==> src/rtl/stream_demux_pkg.sv <==
// Shared types and constants for the 1-to-4 registered stream demultiplexer.
// The optional per-channel delivered-word counters are enabled by defining
// STREAM_DEMUX_CNT_EN.
package stream_demux_pkg;

  localparam int CH_NUM    = 4;
  localparam int SEL_W     = 2;
  localparam int BUF_DEPTH = 2;
  localparam int OCNT_W    = 8;

  typedef logic [SEL_W-1:0] sel_t;
  typedef logic [1:0]       cnt_t;

  // Saturating increment for the delivered-word counters (sticks at all ones).
  function automatic logic [OCNT_W-1:0] sat_inc(input logic [OCNT_W-1:0] v);
    return (v == {OCNT_W{1'b1}}) ? v : v + 1'b1;
  endfunction

endpackage

==> src/rtl/demux_chan_buf.sv <==
// One output channel of the demultiplexer: a 2-entry FIFO built as a small
// shift structure (entry 0 is always the head), with registered occupancy.
// With STREAM_DEMUX_CNT_EN defined it also keeps a saturating count of
// words handed to the consumer.
module demux_chan_buf
  import stream_demux_pkg::*;
#(
  parameter int WIDTH = 8
) (
  input  logic             clk,
  input  logic             rst,
  input  logic             push,
  input  logic [WIDTH-1:0] push_data,
  input  logic             pop,
  output cnt_t             cnt,
  output logic [WIDTH-1:0] head
`ifdef STREAM_DEMUX_CNT_EN
  ,
  output logic [OCNT_W-1:0] count
`endif
);

  localparam cnt_t CNT_FULL = cnt_t'(BUF_DEPTH);

  cnt_t             cnt_reg;
  cnt_t             cnt_next;
  logic [WIDTH-1:0] mem_reg [BUF_DEPTH];
  logic             do_push;
  logic             do_pop;

  // A pop is only meaningful when a word is held; a push into a full buffer
  // is blocked upstream, but is masked here as well so the FIFO never corrupts.
  assign do_pop  = pop && (cnt_reg != 2'd0);
  assign do_push = push && (cnt_reg != CNT_FULL);

  // Next occupancy: simultaneous push and pop leaves the count unchanged.
  always_comb begin
    cnt_next = cnt_reg;
    case ({do_push, do_pop})
      2'b10:   cnt_next = cnt_reg + 2'd1;
      2'b01:   cnt_next = cnt_reg - 2'd1;
      default: cnt_next = cnt_reg;
    endcase
  end

  // Occupancy and storage update; entries shift toward the head on a pop.
  always_ff @(posedge clk) begin
    if (rst) begin
      cnt_reg    <= '0;
      mem_reg[0] <= '0;
      mem_reg[1] <= '0;
    end else begin
      cnt_reg <= cnt_next;
      if (do_pop) begin
        // Head leaves; the new word (if any) lands behind whatever remains.
        mem_reg[0] <= (do_push && (cnt_reg == 2'd1)) ? push_data : mem_reg[1];
        if (do_push && (cnt_reg == CNT_FULL)) begin
          mem_reg[1] <= push_data;
        end
      end else if (do_push) begin
        if (cnt_reg == 2'd0) begin
          mem_reg[0] <= push_data;
        end else begin
          mem_reg[1] <= push_data;
        end
      end
    end
  end

  assign cnt  = cnt_reg;
  assign head = mem_reg[0];

`ifdef STREAM_DEMUX_CNT_EN
  logic [OCNT_W-1:0] count_reg;

  // Count words actually delivered to the consumer, saturating at the top.
  always_ff @(posedge clk) begin
    if (rst) begin
      count_reg <= '0;
    end else if (do_pop) begin
      count_reg <= sat_inc(count_reg);
    end
  end

  assign count = count_reg;
`endif

endmodule

==> src/rtl/stream_demux_1x4.sv <==
// Registered 1-to-4 stream demultiplexer with valid/ready on every port.
// Each channel is buffered by its own 2-entry FIFO so a stalled consumer
// only blocks words destined for it. in_ready is derived from registered
// occupancy and in_sel alone, never from out_ready.
// Optional feature macro: STREAM_DEMUX_CNT_EN adds the out_count port.
module stream_demux_1x4
  import stream_demux_pkg::*;
#(
  parameter int WIDTH = 8
) (
  input  logic                      clk,
  input  logic                      rst,
  input  logic [WIDTH-1:0]          in_data,
  input  logic [SEL_W-1:0]          in_sel,
  input  logic                      in_valid,
  output logic                      in_ready,
  output logic [CH_NUM*WIDTH-1:0]   out_data,
  output logic [CH_NUM-1:0]         out_valid,
  input  logic [CH_NUM-1:0]         out_ready
`ifdef STREAM_DEMUX_CNT_EN
  ,
  output logic [CH_NUM*OCNT_W-1:0]  out_count
`endif
);

  cnt_t             chan_cnt [CH_NUM];
  logic [CH_NUM-1:0] chan_push;
  logic             accept;

  // Ready for the addressed channel unless its buffer is full; held low in reset.
  assign in_ready = !rst && (chan_cnt[in_sel] != cnt_t'(BUF_DEPTH));
  assign accept   = in_valid && in_ready;

  generate
    for (genvar gi = 0; gi < CH_NUM; gi++) begin : g_chan
      assign chan_push[gi] = accept && (in_sel == sel_t'(gi));
      assign out_valid[gi] = (chan_cnt[gi] != 2'd0);

      demux_chan_buf #(
        .WIDTH(WIDTH)
      ) u_buf (
        .clk      (clk),
        .rst      (rst),
        .push     (chan_push[gi]),
        .push_data(in_data),
        .pop      (out_ready[gi]),
        .cnt      (chan_cnt[gi]),
        .head     (out_data[gi*WIDTH +: WIDTH])
`ifdef STREAM_DEMUX_CNT_EN
        ,
        .count    (out_count[gi*OCNT_W +: OCNT_W])
`endif
      );
    end
  endgenerate

endmodule

==> config.mk <==
export PLATFORM = sky130hd
export DESIGN_NAME = stream_demux_1x4
export DESIGN_NICKNAME = d
export VERILOG_FILES = /design/src/rtl/stream_demux_pkg.sv /design/src/rtl/demux_chan_buf.sv /design/src/rtl/stream_demux_1x4.sv
export SDC_FILE = /design/constraint.sdc
export NUM_CORES = 1
export LEC_CHECK = 0
export CAP_MARGIN = 20
export CORE_ASPECT_RATIO = 1.1
export CORE_MARGIN = 2
export CORE_UTILIZATION = 44
export DETAILED_ROUTE_END_ITERATION = 10
export PLACE_DENSITY_LB_ADDON = 0.1
export SLEW_MARGIN = 15
export SYNTH_ARGS = -nofsm -noshare
export SYNTH_HDL_FRONTEND = slang
export SYNTH_SLANG_ARGS = --single-unit
==> constraint.sdc <==
create_clock -name clk -period 5.53 [get_ports clk]
set_input_delay 1.106 -clock clk [delete_from_list [all_inputs] [get_ports clk]]
set_output_delay 1.106 -clock clk [all_outputs]
set_load 0.01 [all_outputs]
==> flow_summary.json, run 1 <==
{
  "grt.total_usage_pct": 15.2,
  "seqPwrFrac_pct": 41.3,
  "syn_area_sq_um": 3750,
  "rsz0062_at_grt": "false",
  "p_leak_nw": 1.66,
  "initialDrtViolationCount": 97,
  "dieWidth_microns": 92.1,
  "cts_tree": "built",
  "rows": 35,
  "cts_resized": 0,
  "drive_above_1_share_pct": 7.56,
  "whs_ns": 0.536,
  "coreArea_sq_um": 8320,
  "synthCells": 308,
  "yosysSeqAreaShare_pct": 55.5,
  "initial_core_util_pct": 45.1,
  "die-area_sq_um": 9290,
  "crit_path_top_delay_cell": "clkdlybuf4s50_1",
  "wl_per_cell_microns": 14.4,
  "fmax_mhz": 252,
  "setup_violations": 0,
  "synth.avg_cell_area_sq_um": 12.2,
  "drv_slew": 0,
  "grt_pass1_vias": 2121,
  "ioPinCount": 54,
  "wl_microns": 6540,
  "dr.pass1.iters": 4,
  "skew_ns": 0.00836,
  "p_clk_share_pct": 24.3,
  "grt_max_degree": 22,
  "path_class": "primary input to output pin",
  "syn_to_final_growth_pct": 17.8,
  "swShare_pct": 31.1,
  "yosys_warnings": 0,
  "htreeDepth": 3,
  "ir_worst_vdd_mv": 0.232,
  "clk_latency_ns": 0.34,
  "synth_seq_cells": 72,
  "die_h_microns": 101,
  "powerDensity_nw_per_um2": 425,
  "hold_buffers": 0,
  "avgViaCountPerCell": 4.79,
  "crit_fanout": 5,
  "clk_pin_slew_ns": 0.08,
  "drc_errors": 0,
  "cts_inserted_buffers": 9,
  "port_buffers": 53,
  "path_cells": "clkdlybuf4s50_1, mux4_2, nor2_1, clkdlybuf4s50_1",
  "largest_reg_flops": 64,
  "crit_family": "buffers and inverters",
  "diodes": 0,
  "synth_top_area_share_pct": 51.2,
  "start_kind": "primary input",
  "hpwl_microns": 4800,
  "period_share_pct": 71.7,
  "cts.sinks": 72,
  "outcome": "finished, final reports clean",
  "fill_cells": 754,
  "hold_class": "flip-flop to flip-flop",
  "synth.net_count": 341,
  "crit_path_end_kind": "output pin",
  "synth.area.top_cells": "edfxtp_1, mux2i_1, buf_4",
  "worst_ep_arrival_time_ns": 2.86,
  "place_congestion": 0.755,
  "vias": 2181,
  "hold_viol": 0,
  "antenna_found_initial": 0,
  "internal-power_w": 0.00129,
  "finalSetupTns_ns": 0,
  "synth_area_leader_cell": "edfxtp_1",
  "worstPathRequired_ns": 4.42,
  "tightest_slew_ns": 0.889,
  "final.min_clock_period_ns": 3.96,
  "path_buf_inv": 2,
  "drv_cap": 0,
  "relSlewSlack_pct": 40.5,
  "max_stage_delay_ns": 0.59,
  "ctsLongestPathBuffers": 2,
  "fin_nets": 372,
  "ant_nets": 0,
  "grt_pass1_wl_microns": 10500,
  "grt_overflow_total": 0,
  "pwr-share-comb_pct": 34.4,
  "post_cts_buffers": 0,
  "p_switching_w": 0.000584,
  "ys_types": 37,
  "cts_root_buf": "clkbuf_8",
  "path_common_cell": "clkdlybuf4s50_1"
}
tightest hold or removal path, delay by kind of cell, from the launching register on:
kind	cells	cell delay, ns
flip-flops	1	0.32
buffers and inverters	1	0.09
AO/OA/AOI/OAI	1	0.08
cell type report:
| class | instances | area [sq um] | share of cell area (%) |
|---|---|---|---|
| Inverter | 17 | 63.8 | 1.44 |
| Multi-Input combinational cell | 182 | 1360 | 30.7 |
| Tap cell | 111 | 139 | 3.14 |
| Sequential cell | 72 | 2080 | 47.1 |
| Timing Repair Buffer | 57 | 561 | 12.7 |
| Clock buffer | 10 | 128 | 2.89 |
| Clock inverter | 6 | 92.6 | 2.09 |
Yosys cell counts:
master     instances
o31ai_1            3
ha_1              16
nor2b_1            4
nand2b_1           4
and2_1            30
nand3_1            1
o21ai_1            1
a2111oi_4          1
nor4b_1            1
dfxtp_1            8
a21o_1             3
buf_6              1
o2111ai_2          1
buf_1              1
inv_1             17
o211ai_1           3
nand4b_1           1
xor2_1             8
mux2i_1           32
nor3b_1            3
nor2_1            47
mux4_2             1
a211oi_1           4
o41ai_1            1
or2_1              1
a211o_1            1
nand4bb_1          1
buf_4             32
o21a_1             1
clkbuf_1           2
nand3b_1           1
buf_2              1
or3_1              2
nor4_4             1
edfxtp_1          64
nand2_1            5
a21oi_1            4
per-layer routing:
metal  track usage [%]  vias up  part of all wire (%)
met1              20.5     1011                    47
met2              23.8       54                    47
met5                 0        -                     0
li1                  -     1107                     -
met4              6.20        0                   1.3
met3              3.66        9                   4.2
stage by stage:
stage	setup WS, ns	power (W)	area, sq um	util (%)	std cells
final	1.57	0.00188	4420	53.1	455
after CTS	1.56	0.00190	4410	53.0	455
after global routing	1.49	0.00200	4420	53.1	455
after global placement	1.58	0.00143	4190	50.4	439
after floorplan	2.59	0.00125	3750	-	308
after detailed placement	1.58	0.00144	4190	50.4	439
cells by family after synthesis:
| kind of cell | Yosys count | share of synthesized area (%) |
|---|---|---|
| and+or+nand+nor | 102 | 14.3 |
| DFF | 72 | 55.5 |
| buffers and inverters | 54 | 8.83 |
| muxes | 33 | 9.13 |
| AOI/OAI and AO/OA | 23 | 5.07 |
| adders and majority gates | 16 | 5.33 |
| xor gates and xnor gates | 8 | 1.87 |
final timing paths:
| path | startpoint | endpoint | slack [ns] | depth (start not counted) |
|---|---|---|---|---|
| min reg2reg | g_chan[3].u_buf.cnt[1]$_SDFFE_PP0P_ | g_chan[3].u_buf.cnt[1]$_SDFFE_PP0P_ | 0.54 | 2 |
| max reg2reg | g_chan[2].u_buf.cnt[0]$_SDFFE_PP0P_ | g_chan[2].u_buf.mem_reg[0][4]$_DFFE_PP_ | 3.20 | 5 |
| max | in_sel[0] | in_ready | 1.57 | 4 |
| min | g_chan[3].u_buf.cnt[1]$_SDFFE_PP0P_ | g_chan[3].u_buf.cnt[1]$_SDFFE_PP0P_ | 0.54 | 2 |
power groups by stage:
stage	clock network (W)	registers [W]	logic [W]
finish	0.000456	0.000776	0.000646
detailed placement	0	0.000792	0.000647
global route	0.000493	0.000790	0.000720
global placement	0	0.000787	0.000642
CTS	0.000468	0.000779	0.000651
floorplan	0	0.000778	0.000473
layout by cell type (no fill, tap or decap), drive strengths merged, types with 5 or more instances in the layout:
master	count
edfxtp	64
clkdlybuf4s50	53
nor2	47
mux2i	32
and2	30
inv	18
ha	16
clkbuf	10
xor2	8
dfxtp	8
nand2	5
(Power assumes the default switching activity.)
==> run 2: changes to the inputs <==
Clock period 5.53 ns to 3.5 ns, I/O delays scaled along.
==> flow_summary.json, run 2 (same netlist as run 1, synthesis figures left out) <==
{
  "wl_per_cell_microns": 14.0,
  "powerDensity_nw_per_um2": 669,
  "cts_resized": 0,
  "largest_reg_flops": 64,
  "crit_fanout": 5,
  "coreArea_sq_um": 8320,
  "cts_inserted_buffers": 9,
  "swShare_pct": 31.0,
  "layout_commonest_cell": "edfxtp_1",
  "crit_family": "buffers and inverters",
  "p_switching_w": 0.000925,
  "drv_slew": 0,
  "crit_path_end_kind": "output pin",
  "initial_core_util_pct": 45.1,
  "internal-power_w": 0.00206,
  "p_leak_nw": 1.69,
  "seqPwrFrac_pct": 41.0,
  "ir_worst_vdd_mv": 0.319,
  "dr.pass1.iters": 4,
  "pwr-share-comb_pct": 34.6,
  "rows": 35,
  "cts.sinks": 72,
  "place_congestion": 0.784,
  "grt_pass1_wl_microns": 10500,
  "fmax_mhz": 318,
  "crit_path_top_delay_cell": "clkdlybuf4s50_1",
  "grt_overflow_total": 0,
  "antenna_found_initial": 0,
  "grt.total_usage_pct": 15.1,
  "skew_ns": 0.00925,
  "stdcell_count": 461,
  "hold_end": "g_chan[2].u_buf.cnt[1]$_SDFFE_PP0P_",
  "grt_pass1_vias": 2085,
  "worst_ep_arrival_time_ns": 2.44,
  "start_kind": "primary input",
  "max_stage_delay_ns": 0.58,
  "final_util_pct": 53.5,
  "hold_viol": 0,
  "p_clk_share_pct": 24.4,
  "die-area_sq_um": 9290,
  "reg2reg_depth": 6,
  "drive_above_1_share_pct": 8.57,
  "finalSetupTns_ns": 0,
  "layout_common_cells": "edfxtp_1, clkdlybuf4s50_1, nor2_1",
  "htreeDepth": 3,
  "worstHoldStart": "g_chan[2].u_buf.cnt[1]$_SDFFE_PP0P_",
  "ant_nets": 0,
  "initialDrtViolationCount": 122,
  "r2r_slack_ns": 1.28,
  "drv_cap": 0,
  "wl_microns": 6460,
  "r2r_end": "g_chan[2].u_buf.mem_reg[0][2]$_DFFE_PP_",
  "path_class": "primary input to output pin",
  "clk_latency_ns": 0.34,
  "cts_tree": "built",
  "hold_buffers": 0,
  "worstPathRequired_ns": 2.80,
  "total_power_w": 0.00298,
  "diodes": 0,
  "worstReg2RegStart": "g_chan[2].u_buf.cnt[0]$_SDFFE_PP0P_",
  "syn_to_final_growth_pct": 18.7,
  "hold_depth": 2,
  "die_h_microns": 101,
  "hpwl_microns": 4660,
  "hold_class": "flip-flop to flip-flop",
  "vias": 2165,
  "dieWidth_microns": 92.1,
  "ioPinCount": 54,
  "final.min_clock_period_ns": 3.14,
  "ctsLongestPathBuffers": 2,
  "rsz0062_at_grt": "false",
  "path_common_cell": "clkdlybuf4s50_1",
  "fin_nets": 378,
  "whs_ns": 0.541,
  "relSlewSlack_pct": 51.3,
  "clk_pin_slew_ns": 0.07,
  "port_buffers": 53,
  "placed_cells": 445,
  "outcome": "finished, final reports clean",
  "cts_root_buf": "clkbuf_8",
  "setup_violations": 0,
  "avgViaCountPerCell": 4.70,
  "drc_errors": 0,
  "tightest_slew_ns": 0.725,
  "path_cells": "clkdlybuf4s50_1, mux4_2, nor2_1, clkdlybuf4s50_1",
  "path_buf_inv": 2,
  "period_share_pct": 89.8,
  "grt_max_degree": 21,
  "post_cts_buffers": 0
}
-- run 2: cell count changes in the layout (fill, tap and decap cells not counted), sizes merged --
cell / change
buf: +6
inv: +1
clkinvlp: -1
-- run 2: worst max path at each step --
stage | start | endpoint | slack, ns | depth (start not counted)
final | in_sel[0] | in_ready | 0.36 | 4
after global routing | in_sel[0] | in_ready | 0.27 | 4
after CTS | in_sel[0] | in_ready | 0.34 | 4
after detailed placement | in_sel[0] | in_ready | 0.36 | 4
after global placement | in_sel[0] | in_ready | 0.36 | 4
after floorplan | rst | g_chan[0].u_buf.mem_reg[0][10]$_DFFE_PP_ | 1.16 | 3
-- run 2: power groups by stage --
stage	combinational, W	sequential (W)	clock, W
after global routing	0.00115	0.00125	0.000779
after global placement	0.00103	0.00124	0
final	0.00103	0.00122	0.000726
after floorplan	0.000747	0.00123	0
after CTS	0.00104	0.00123	0.000741
after detailed placement	0.00104	0.00125	0
-- run 2: per-layer routing --
metal | up-vias | part of all wire, % | global-route usage [%]
li1 | 1119 | - | -
met1 | 998 | 48 | 19.6
met2 | 42 | 47 | 24.7
met3 | 6 | 4.0 | 4.26
met4 | 0 | 1.1 | 4.82
met5 | - | 0 | 0
-- run 2: final cells by class --
class | count | area (sq um)
inverter | 17 | 63.8
sequential | 72 | 2080
multi-input combinational | 182 | 1350
clock inverter | 6 | 90.1
clock buffer | 10 | 128
tap | 111 | 139
timing repair buffer | 63 | 606
fill | 737 | 3870
-- run 2: worst reg2reg max path, delay by kind of cell (launching register included) --
family        cells  cell delay (ns)
simple gates      3             1.00
flops             1             0.40
mux               1             0.30
fa+ha+maj         1             0.19
buf+inv           1             0.08
-- run 2: per-stage QoR --
| step | setup WS (ns) | area [sq um] |
|---|---|---|
| 6_report | 0.358 | 4450 |
| 5_1_grt | 0.274 | 4450 |
| 4_1_cts | 0.342 | 4450 |
| 3_5_place_dp | 0.360 | 4240 |
| 3_3_place_gp | 0.363 | 4240 |
| 2_1_floorplan | 1.16 | 3750 |
